## src/rtl/exposure_timer.sv

```systemverilog
// Exposure interval timer: button-adjustable exposure time in ms, a prescaled
// ms countdown while Start is held, and a one-cycle Ovf5 pulse at the end.
module exposure_timer #(
  parameter int TICKS_PER_MS = 1000,
  parameter int T_MIN        = 2,
  parameter int T_MAX        = 30,
  parameter int T_RESET      = 10
) (
  input  logic       Clk,
  input  logic       Reset,
  input  logic       Exp_increase,
  input  logic       Exp_decrease,
  input  logic       Start,
  output logic       Ovf5,
  output logic [4:0] Exp_time,
  output logic       Busy,
  output logic [1:0] dbg_state
);

  localparam int PW = (TICKS_PER_MS > 1) ? $clog2(TICKS_PER_MS) : 1;
  localparam logic [PW-1:0] PRE_LAST = PW'(TICKS_PER_MS - 1);
  localparam logic [4:0] TMAX5 = 5'(T_MAX);
  localparam logic [4:0] TMIN5 = 5'(T_MIN);
  localparam logic [4:0] TRST5 = 5'(T_RESET);

  typedef enum logic [1:0] {
    IDLE = 2'd0,
    RUN  = 2'd1,
    DONE = 2'd2
  } state_t;

  state_t        state_q, state_d;
  logic [4:0]    ms_q, ms_d;
  logic [PW-1:0] pre_q, pre_d;
  logic [4:0]    exp_d;
  logic          ovf_d, busy_d;
  logic          inc_q, dec_q, start_q;
  logic          inc_rise, dec_rise, start_rise;

  assign inc_rise   = Exp_increase & ~inc_q;
  assign dec_rise   = Exp_decrease & ~dec_q;
  assign start_rise = Start & ~start_q;
  assign dbg_state  = state_q;

  always_comb begin
    state_d = state_q;
    ms_d    = ms_q;
    pre_d   = pre_q;
    exp_d   = Exp_time;
    ovf_d   = 1'b0;
    case (state_q)
      IDLE: begin
        // A Start edge wins over coincident button edges.
        if (start_rise) begin
          state_d = RUN;
          ms_d    = Exp_time;
          pre_d   = '0;
        end else if (inc_rise && !dec_rise) begin
          if (Exp_time < TMAX5) exp_d = Exp_time + 5'd1;
        end else if (dec_rise && !inc_rise) begin
          if (Exp_time > TMIN5) exp_d = Exp_time - 5'd1;
        end
      end
      RUN: begin
        if (!Start) begin
          state_d = IDLE;
          ms_d    = '0;
          pre_d   = '0;
        end else if (pre_q == PRE_LAST) begin
          pre_d = '0;
          if (ms_q <= 5'd1) begin
            state_d = DONE;
            ovf_d   = 1'b1;
            ms_d    = '0;
          end else begin
            ms_d = ms_q - 5'd1;
          end
        end else begin
          pre_d = pre_q + PW'(1);
        end
      end
      DONE: begin
        if (!Start) state_d = IDLE;
      end
      default: begin
        state_d = IDLE;
        ms_d    = '0;
        pre_d   = '0;
      end
    endcase
    busy_d = (state_d == RUN);
  end

  always_ff @(posedge Clk) begin
    if (Reset) begin
      state_q  <= IDLE;
      ms_q     <= '0;
      pre_q    <= '0;
      Exp_time <= TRST5;
      Ovf5     <= 1'b0;
      Busy     <= 1'b0;
      // Inputs held high through reset release must not look like edges.
      inc_q    <= 1'b1;
      dec_q    <= 1'b1;
      start_q  <= 1'b1;
    end else begin
      state_q  <= state_d;
      ms_q     <= ms_d;
      pre_q    <= pre_d;
      Exp_time <= exp_d;
      Ovf5     <= ovf_d;
      Busy     <= busy_d;
      inc_q    <= Exp_increase;
      dec_q    <= Exp_decrease;
      start_q  <= Start;
    end
  end

endmodule

```

## config.mk

```make
export PLATFORM = sky130hd
export DESIGN_NAME = exposure_timer
export DESIGN_NICKNAME = d
export VERILOG_FILES = /design/src/rtl/exposure_timer.sv
export SDC_FILE = /design/constraint.sdc
export NUM_CORES = 1
export LEC_CHECK = 0
export ABC_AREA = 1
export BUFFER_PORTS_ARGS = -buffer_cell sky130_fd_sc_hd__buf_4
export CAP_MARGIN = 40
export CORE_UTILIZATION = 40
export CTS_CLUSTER_SIZE = 12
export DETAILED_ROUTE_END_ITERATION = 6
export MAX_ROUTING_LAYER = met4
export SYNTH_ARGS = -nofsm -noshare
export SYNTH_HDL_FRONTEND = slang
export SYNTH_SLANG_ARGS = --single-unit
export TNS_END_PERCENT = 30
```

## constraint.sdc

```tcl
create_clock -name Clk -period 2.82 [get_ports Clk]
set_clock_uncertainty 0.1 [all_clocks]
set_input_delay 0.141 -clock Clk [delete_from_list [all_inputs] [get_ports Clk]]
set_output_delay 0.141 -clock Clk [all_outputs]
set_load 0.1 [all_outputs]
```

==> results of run 1 <==
[layout make-up]
class                      count  area, µm²  share of cell area (%)
tap                           48      60.06                   3.373
timing repair buffer          16      127.6                   7.168
multi-input combinational    176      897.1                   50.39
clock inverter                 1      5.005                  0.2811
clock buffer                   3      41.29                   2.319
sequential                    27      540.5                   30.36
inverter                      29      108.9                   6.114
[cells in the mapped netlist (all sizes together), types with 2 or more instances]
| master | instances |
|---|---|
| a21oi | 11 |
| dfxtp | 27 |
| ha | 7 |
| inv | 29 |
| nand2 | 79 |
| nand3 | 15 |
| nand4 | 2 |
| nor2 | 40 |
| o21ai | 7 |
| or2 | 3 |
| xnor2 | 2 |
| xor2 | 4 |
[power breakdown]
part	total, W	switching (W)	internal [W]
Sequential	0.000421	0.0000208	0.000400
Clock	0.000229	0.000130	0.0000992
Combinational	0.000226	0.000155	0.0000714
Total	0.000876	0.000306	0.000571
[kinds of logic after synthesis]
kind of cell | share of synthesized area, %
AOI/OAI and AO/OA | 7.500
xor gates and xnor gates | 3.387
adders and majority gates | 6.935
buffers and inverters | 7.338
DFF | 34.84
and+or+nand+nor | 40.00
[how the worst max path moves through the flow]
stage	start	end	slack, ns
global placement	dec_q$_SDFF_PP1_	Exp_time[4]$_SDFFE_PP0P_	0.95
finish	Exp_decrease	Exp_time[4]$_SDFFE_PP0P_	0.69
floorplan	dbg_state[0]$_SDFF_PP0_	pre_q[1]$_SDFFE_PP0P_	0.72
CTS	Exp_decrease	Exp_time[4]$_SDFFE_PP0P_	0.69
global route	Exp_decrease	Exp_time[4]$_SDFFE_PP0P_	0.52
detailed placement	dec_q$_SDFF_PP1_	Exp_time[4]$_SDFFE_PP0P_	0.90
[worst register-to-register path: stages, from the launching register on]
cell,delay (ns)
dfxtp_1,0.30
or2_2,0.28
ha_1,0.24
inv_1,0.15
ha_1,0.29
a21oi_1,0.18
nand3_1,0.10
nand2_1,0.07
nand2_1,0.05
a21oi_1,0.11
[layer usage]
layer / share of wire (%) / vias to the layer above / track usage, % / wire length, µm
li1: - / 765 / - / -
met2: 45 / 22 / 27.50 / 1362
met5: 0 / - / - / 0
met3: 3.4 / 4 / 2.321 / 104
met1: 51 / 614 / 21.80 / 1528
met4: 0.99 / 0 / 5.833 / 30
[registers in the layout (all words and copies together) (netlist names)]
name,flops
dbg_state,2
inc_q,1
pre_q,10
Ovf5,1
Busy,1
start_q,1
Exp_time,5
dec_q,1
ms_q,5
[metrics by stage]
stage | util [%] | setup WS, ns
after floorplan | - | 0.7232
after global placement | 46.20 | 0.9503
after detailed placement | 46.20 | 0.8956
after CTS | 48.27 | 0.6941
after global routing | 48.27 | 0.5184
final | 48.27 | 0.6936
==> metrics, run 1 <==
Synth Register Bits=27; register area share after synthesis=34.84%; Finished Layout Cells=300; Final GP Congestion=0.7930; Die H=64.28 µm; Top delay family on crit path=buffers and inverters; fin nets=266; total negative slack=0 ns; Hold WC Path Type=primary input to register; post-place instance area=1704 µm²; status=completed; IO Port Bufs=13; Routed WL=3025 µm; pwr/cell area=492.2 nW/µm²; Synth cell types=26; CP arrival=2.24 ns; commonest non-fill, non-tap cells in the layout=nand2_1, nor2_1, inv_1; syn_nets=~250; critical setup path kind=primary input to register; syn avg cell area=6.659 µm²; Hold Crit Depth=3; number of global-route vias before repair=approximately 1300; Reg2Reg Setup Slack=0.90 ns; setup bufs post-CTS=0; FF-to-FF End=Exp_time[4]$_SDFFE_PP0P_; synth top area cells=dfxtp_1, nand2_1, nor2_1; Worst setup EP type=register; CP cell instances=dlygate4sd3_1 -> buf_4 -> inv_1 -> or2_2 -> ha_1 -> inv_1 -> ha_1 -> a21oi_1 -> nand3_1 -> nand2_1 -> nand2_1 -> a21oi_1; Fmax=470.3 MHz; die area=4132 µm²; Post-synth ARST share=0%; layout cells sized above 1=approximately an eighth; CTS Hold Bufs=3; WL/cell=10.08 µm; # IOs=14; slowest cell delay on critical path=0.53 ns; initial core utilization=42.06%; worst-path fanout max=4; GR Util All Layers=17.05%; chip width=roughly 64 µm; P&R area growth vs syn=14.76%; Post-Synthesis Cells=233; largest net degree at the start of global routing=17; post-synth top area share=34.84%; clock latency on the worst-skew pair=0.28 ns; HP Start=Start; Hold Violations, Final=0; vias per cell=about 4.7; DR vias=1405; Pins Over Slew Limit=0; Clock Path Buffers=2; WP buf/inv=4; CTS tree=built; TritonCTS Sinks=27; Most used DFF post-synth=dfxtp_1; post-CTS sizing=0; diode count=0; crit share post-route=about three quarters; fill count=399; Slew @ Worst Pin=0.5300 ns; TritonCTS Buffers=3; Synth area leader=dfxtp_1; initial DRC count=46; GRT overflow=0; reg2reg path depth=9; dpl cells=293; RSZ-0062 raised after global routing=no; Synth Cell Area=1551 µm²; worst vdd ir=between 0.0002 and 0.00025 V; core outline area=3689 µm²; Total Power=between 0.0008 and 0.0009 W; CP Depth=12; Min-Delay Endpoint=start_q$_SDFF_PP1_; Worst-path clk slew=0.10 ns; Max-slew headroom=64.63%; final hold slack=~0.01 ns; initial antenna violation count=0; Antenna Nets Post-Route=0; reg-to-reg startpoint=dec_q$_SDFF_PP1_; commonest non-fill, non-tap cell in the layout=nand2_1; final setup fails=0; element type at the critical path start=primary input; Core Rows=22; Worst Path Required=2.94 ns; Pre-Repair DR Iteration Count=4; Crit-path slowest cell=dlygate4sd3_1; max cap viols=0; Post-DP HPWL=2298 µm; Ys Warns=0; first-pass GRT wire length=5457 µm; Root Buffer=clkbuf_8; CTS H-Tree Depth=1; drt drc=0; Lkg Pwr=approximately 0.83 nW; minimum clock period=2.126 ns; design area=1780 µm²; number of synthesized flops with an enable pin=0
Note: power is estimated with default switching activity, not from simulation.
==> inputs of run 2 (changes only) <==
clock period = 2.1 ns   (was 2.82 ns; I/O delays follow)
==> run 2 against run 1 <==
Sequential power is 34% higher. Core utilization is 0.31 points higher. Routed wire length is 1.8% higher. Final cell count is 0.33% higher. Global-route usage is 0.49 points higher. Non-clock buffer count is 1 higher. Sequential share of layout area is 0.19 points lower.
==> metrics, run 2 (synthesis results as in run 1) <==
status=completed; Clock Power Share=26.4% (+0.2 points); initial core utilization=42.06% (unchanged); Antenna Nets Post-Route=0 (unchanged); commonest non-fill, non-tap cells in the layout=nand2_1, nor2_1, dfxtp_1, inv_1; worst vdd ir=0.0003550 V (+68%); minimum clock period=1.959 ns; design area=1792 µm² (+0.63%); Slew @ Worst Pin=0.5455 ns (+0.01551 ns); GRT overflow=0 (unchanged); CTS tree=built; FF-to-FF End=Exp_time[4]$_SDFFE_PP0P_; worst-path fanout max=4 (unchanged); commonest non-fill, non-tap cell in the layout=nand2_1; Critical path origin=Exp_decrease; CTS H-Tree Depth=1 (unchanged); Total Power=0.001181 W (+35%); WL/cell=10.23 µm (+1.5%); Worst setup EP type=register; Pre-Repair DR Iteration Count=4 (unchanged); Root Buffer=clkbuf_8; Pins Over Slew Limit=0 (unchanged); Die H=64.28 µm (unchanged); die area=4132 µm² (unchanged); Final GP Congestion=0.7954 (+0.30%); initial antenna violation count=0 (unchanged); met2 GRT Util=29.34% (+1.8 points); post-place instance area=1704 µm² (unchanged); Finished Layout Cells=301 (+0.33%); DR vias=1411 (+0.43%); TritonCTS Buffers=3 (unchanged); first-pass GRT wire length=5568 µm (+2.0%); pwr/cell area=659.4 nW/µm² (+34%); CP arrival=2.05 ns (-0.19 ns); core outline area=3689 µm² (unchanged); Max-slew headroom=63.59% (-1.0 points); Fmax=510.4 MHz; clock latency on the worst-skew pair=0.28 ns (about the same); P&R area growth vs syn=15.48%; Hold Violations, Final=0 (unchanged); Top Registers=pre_q x10, Exp_time x5, ms_q x5; initial DRC count=56 (+22%); Psw=0.0004104 W (+34%); setup bufs post-CTS=0 (unchanged); Clock Path Buffers=2 (unchanged); largest net degree at the start of global routing=17 (unchanged); Hold WC Path Type=register to register; worst setup path end=Exp_time[4]$_SDFFE_PP0P_; critical setup path kind=primary input to register; layout cells sized above 1=12.65% (+0.35 points); Hold Crit Depth=2 (-1); GR Util All Layers=17.53% (+0.49 points); max cap viols=0 (unchanged); chip width=64.28 µm (unchanged); TritonCTS Sinks=27 (unchanged); number of global-route vias before repair=1262 (+0.88%); Biggest register=pre_q; final hold slack=0.3847 ns (+0.3746 ns); crit share post-route=93.31%; Reg2Reg Setup Slack=0.31 ns (-0.59 ns); total negative slack=0 ns (unchanged); dpl cells=293 (unchanged); IO Port Bufs=13 (unchanged); element type at the critical path start=primary input; diode count=0 (unchanged); M3 GR Usage=2.500% (+0.18 points); Gate power share=25.8% (about the same); reg2reg path depth=10 (+1); Lkg Pwr=0.8337 nW (about the same); drt drc=0 (unchanged); Post-DP HPWL=2328 µm (+1.3%); vias per cell=4.688 (about the same); met1 GRT Util=21.53% (-0.27 points); max FFs per register=10 (unchanged); cell internal pwr=0.0007710 W (+35%); # IOs=14 (unchanged); Sequential Power Share=47.8% (-0.2 points); reg-to-reg startpoint=dec_q$_SDFF_PP1_; fin nets=267 (+0.38%); most used routing layer=met2; Routed WL=3080 µm (+1.8%); switching share of total power=34.74% (-0.15 points); Worst Path Required=2.19 ns (-0.75 ns); Core Rows=22 (unchanged); Worst-path clk slew=0.10 ns (about the same); final setup fails=0 (unchanged); RSZ-0062 raised after global routing=no
## run 2: metal layers
metal	vias up	wire, µm
li1	764	-
met1	622	1542
met2	20	1397
met3	5	96
met4	0	44
met5	-	0
## run 2: power groups by stage
stage / combinational, W / sequential (W) / clock (W)
2_1_floorplan: 0.000168 / 0.000646 / 0
3_3_place_gp: 0.000300 / 0.000578 / 0
3_5_place_dp: 0.000300 / 0.000578 / 0
4_1_cts: 0.000307 / 0.000566 / 0.000315
5_1_grt: 0.000343 / 0.000571 / 0.000333
6_report: 0.000305 / 0.000565 / 0.000312
## run 2: through the flow
step           setup WS [ns]  util, %
6_report              0.1406    48.58
5_1_grt              0.02135    48.58
4_1_cts              0.02673    48.51
3_5_place_dp          0.1995    46.20
3_3_place_gp          0.2319    46.20
2_1_floorplan       0.003242        -
## run 2: worst min path at each step
stage | startpoint | end | slack, ns
2_1_floorplan | Reset | Exp_time[4]$_SDFFE_PP0P_ | 0.07
3_3_place_gp | Exp_increase | inc_q$_SDFF_PP1_ | 0.19
3_5_place_dp | Exp_decrease | dec_q$_SDFF_PP1_ | 0.19
4_1_cts | pre_q[2]$_SDFFE_PP0P_ | pre_q[2]$_SDFFE_PP0P_ | 0.39
5_1_grt | pre_q[2]$_SDFFE_PP0P_ | pre_q[2]$_SDFFE_PP0P_ | 0.42
6_report | pre_q[2]$_SDFFE_PP0P_ | pre_q[2]$_SDFFE_PP0P_ | 0.38
## run 2: what timing repair did
item | 4_1_cts | 5_1_grt
hold buffers | 4 | 0
endpoints found under the setup margin | 0 | 2
endpoints found under the hold margin | 8 | 0
resized for setup | 0 | 2
## run 2: final cells by class
type                            count  area, µm²
Clock buffer                        4      45.04
Fill cell                         411       1897
Inverter                           29      108.9
Multi-Input combinational cell    176      899.6
Sequential cell                    27      540.5
Tap cell                           48      60.06
Timing Repair Buffer               17      137.6
## run 2: critical path, cell delays in order
cell           delay [ns]
dlygate4sd3_1        0.53
buf_4                0.10
inv_1                0.03
or2_2                0.27
ha_2                 0.20
inv_2                0.09
ha_1                 0.26
a21oi_1              0.18
nand2_1              0.07
nand2_1              0.06
nand2_1              0.05
nand2_1              0.06
a21oi_1              0.05
==> inputs of run 3 (changes only) <==
--- a/config.mk
+++ b/config.mk
@@ -13,4 +13,5 @@
 export DETAILED_ROUTE_END_ITERATION = 6
 export MAX_ROUTING_LAYER = met4
+export PLACE_DENSITY = 0.66
 export SYNTH_ARGS = -nofsm -noshare
 export SYNTH_HDL_FRONTEND = slang
==> constraint.sdc (replaced) <==
create_clock -name Clk -period 2.1 [get_ports Clk]
set_clock_uncertainty 0.1 [all_clocks]
set_input_delay 0.21 -clock Clk [delete_from_list [all_inputs] [get_ports Clk]]
set_output_delay 0.21 -clock Clk [all_outputs]
set_load 0.1 [all_outputs]
==> run 3 against run 2 <==
Flip-flop and latch count is the same. Largest power group unchanged. Hold slack worse by 0.37 ns. Die area unchanged.
==> metrics, run 3 (synthesis results as in run 1) <==
layout cells sized above 1=12.05% (-0.60 points); switching share of total power=34.13% (-0.60 points); Die H=64.28 µm (unchanged); initial core utilization=42.06% (unchanged); die area=4132 µm² (unchanged); fill count=410 (-0.24%); crit share post-route=92.01% (-1.3 points); Sequential Power Share=48.6% (+0.8 points); CTS H-Tree Depth=1 (unchanged); CP most frequent cell=nand2_1; Max-slew headroom=65.25% (+1.7 points); Antenna Nets Post-Route=0 (unchanged); element type at the critical path start=register; Psw=0.0003966 W (-3.4%); fin nets=263 (-1.5%); Lkg Pwr=0.8183 nW (-1.9%); Clock Path Buffers=2 (unchanged); post-CTS sizing=0 (unchanged); max FFs per register=10 (unchanged); RSZ-0062 raised after global routing=no; vias per cell=4.694 (+0.13%); Finished Layout Cells=297 (-1.3%); Biggest register=pre_q; largest net degree at the start of global routing=17 (unchanged); CP cell instances=or2_2 -> ha_1 -> inv_1 -> ha_1 -> a21oi_1 -> nand2_1 -> nand2_1 -> nand2_1 -> nand2_1 -> a21oi_1; Post-DP HPWL=2242 µm (-3.7%); TritonCTS Sinks=27 (unchanged); first-pass GRT wire length=5326 µm (-4.3%); Worst-path clk slew=0.09 ns (about the same); diode count=0 (unchanged); # IOs=14 (unchanged); commonest non-fill, non-tap cells in the layout=nand2_1, nor2_1, inv_1; max cap viols=0 (unchanged); Core Rows=22 (unchanged); WP buf/inv=1 (-3); Top Registers=pre_q x10, Exp_time x5, ms_q x5; final setup fails=0 (unchanged); worst-path fanout max=4 (unchanged); Routed WL=3005 µm (-2.4%); total negative slack=0 ns (unchanged); dpl cells=293 (unchanged); chip width=64.28 µm (unchanged); slowest cell delay on critical path=0.30 ns (-0.23 ns); IO Port Bufs=13 (unchanged); Hold Violations, Final=0 (unchanged); GRT overflow=0 (unchanged); Slew @ Worst Pin=0.5207 ns (-0.02480 ns); Crit-path slowest cell=dfxtp_1; pwr/cell area=664.3 nW/µm² (+0.74%); DR vias=1394 (-1.2%); status=completed; critical setup path kind=register to register; drt drc=0 (unchanged); Worst Path Required=2.17 ns (-0.02 ns); Root Buffer=clkbuf_8; Hold WC Path Type=primary input to register; minimum clock period=1.932 ns (-0.02720 ns); initial DRC count=84 (+50%); P&R area growth vs syn=12.74%; Fmax=517.5 MHz (+1.4%); Pre-Repair DR Iteration Count=4 (unchanged); Top delay family on crit path=simple AND/OR/NAND/NOR gates; Final GP Congestion=0.8264 (+3.9%); setup bufs post-CTS=0 (unchanged); commonest non-fill, non-tap cell in the layout=nand2_1; CP arrival=2.01 ns (-0.04 ns); TritonCTS Buffers=3 (unchanged); CTS Hold Bufs=0 (-4); initial antenna violation count=0 (unchanged); GR Util All Layers=16.97% (-0.56 points); clock latency on the worst-skew pair=0.27 ns (about the same); CTS tree=built; WL/cell=10.12 µm (-1.1%); number of global-route vias before repair=1248 (-1.1%); Worst setup EP type=register; core outline area=3689 µm² (unchanged); Gate power share=25.7% (about the same); cell internal pwr=0.0007653 W (-0.74%); Pins Over Slew Limit=0 (unchanged); Clock Power Share=25.8% (-0.6 points); final hold slack=0.01454 ns (-0.3702 ns); worst vdd ir=0.0003137 V (-12%)
-- run 3: changes by cell type in the layout (fill, tap and decap cells not counted), sizes merged --
cell,previous run,this run
dlygate4sd3,4,0
-- run 3: tightest hold or removal path: cells and delay by family --
family	cells	cell delay, ns
buffers and inverters	2	0.10
AND/OR/NAND/NOR	1	0.05
-- run 3: final timing paths --
kind | startpoint | end | slack [ns] | cells past startpoint
worst max-delay path | dec_q$_SDFF_PP1_ | Exp_time[4]$_SDFFE_PP0P_ | 0.17 | 10
worst min register to register | pre_q[2]$_SDFFE_PP0P_ | pre_q[2]$_SDFFE_PP0P_ | 0.38 | 2
worst max register to register | dec_q$_SDFF_PP1_ | Exp_time[4]$_SDFFE_PP0P_ | 0.17 | 10
worst min-delay path | Exp_decrease | dec_q$_SDFF_PP1_ | 0.01 | 3
-- run 3: per-stage QoR --
stage,cell area [µm²],total power (W),util [%],setup slack (ns)
after floorplan,1551,0.0008139,-,0.003242
after global placement,1704,0.0008748,46.20,0.2065
after detailed placement,1704,0.0008758,46.20,0.1607
after CTS,1749,0.001177,47.42,0.1746
after global routing,1749,0.001236,47.42,0.06308
final,1749,0.001162,47.42,0.1678
-- run 3: metal layers --
metal | global-route usage [%] | vias up | routed length, µm | part of all wire [%]
met2 | 27.24 | 28 | 1297 | 43
li1 | - | 754 | - | -
met4 | 8.611 | 0 | 59 | 2.0
met3 | 2.143 | 5 | 117 | 3.9
met5 | - | - | 0 | 0
met1 | 20.81 | 607 | 1530 | 51
-- run 3: layout make-up --
cell class	count	area (µm²)	share of cell area [%]
Clock buffer	4	45.04	2.575
Inverter	29	108.9	6.223
Multi-Input combinational cell	176	897.1	51.29
Sequential cell	27	540.5	30.90
Tap cell	48	60.06	3.433
Timing Repair Buffer	13	97.59	5.579
-- run 3: power groups by stage --
stage / sequential [W] / combinational (W) / clock (W)
2_1_floorplan: 0.000646 / 0.000168 / 0
3_3_place_gp: 0.000577 / 0.000297 / 0
3_5_place_dp: 0.000577 / 0.000299 / 0
4_1_cts: 0.000565 / 0.000300 / 0.000313
5_1_grt: 0.000569 / 0.000337 / 0.000330
6_report: 0.000564 / 0.000298 / 0.000299
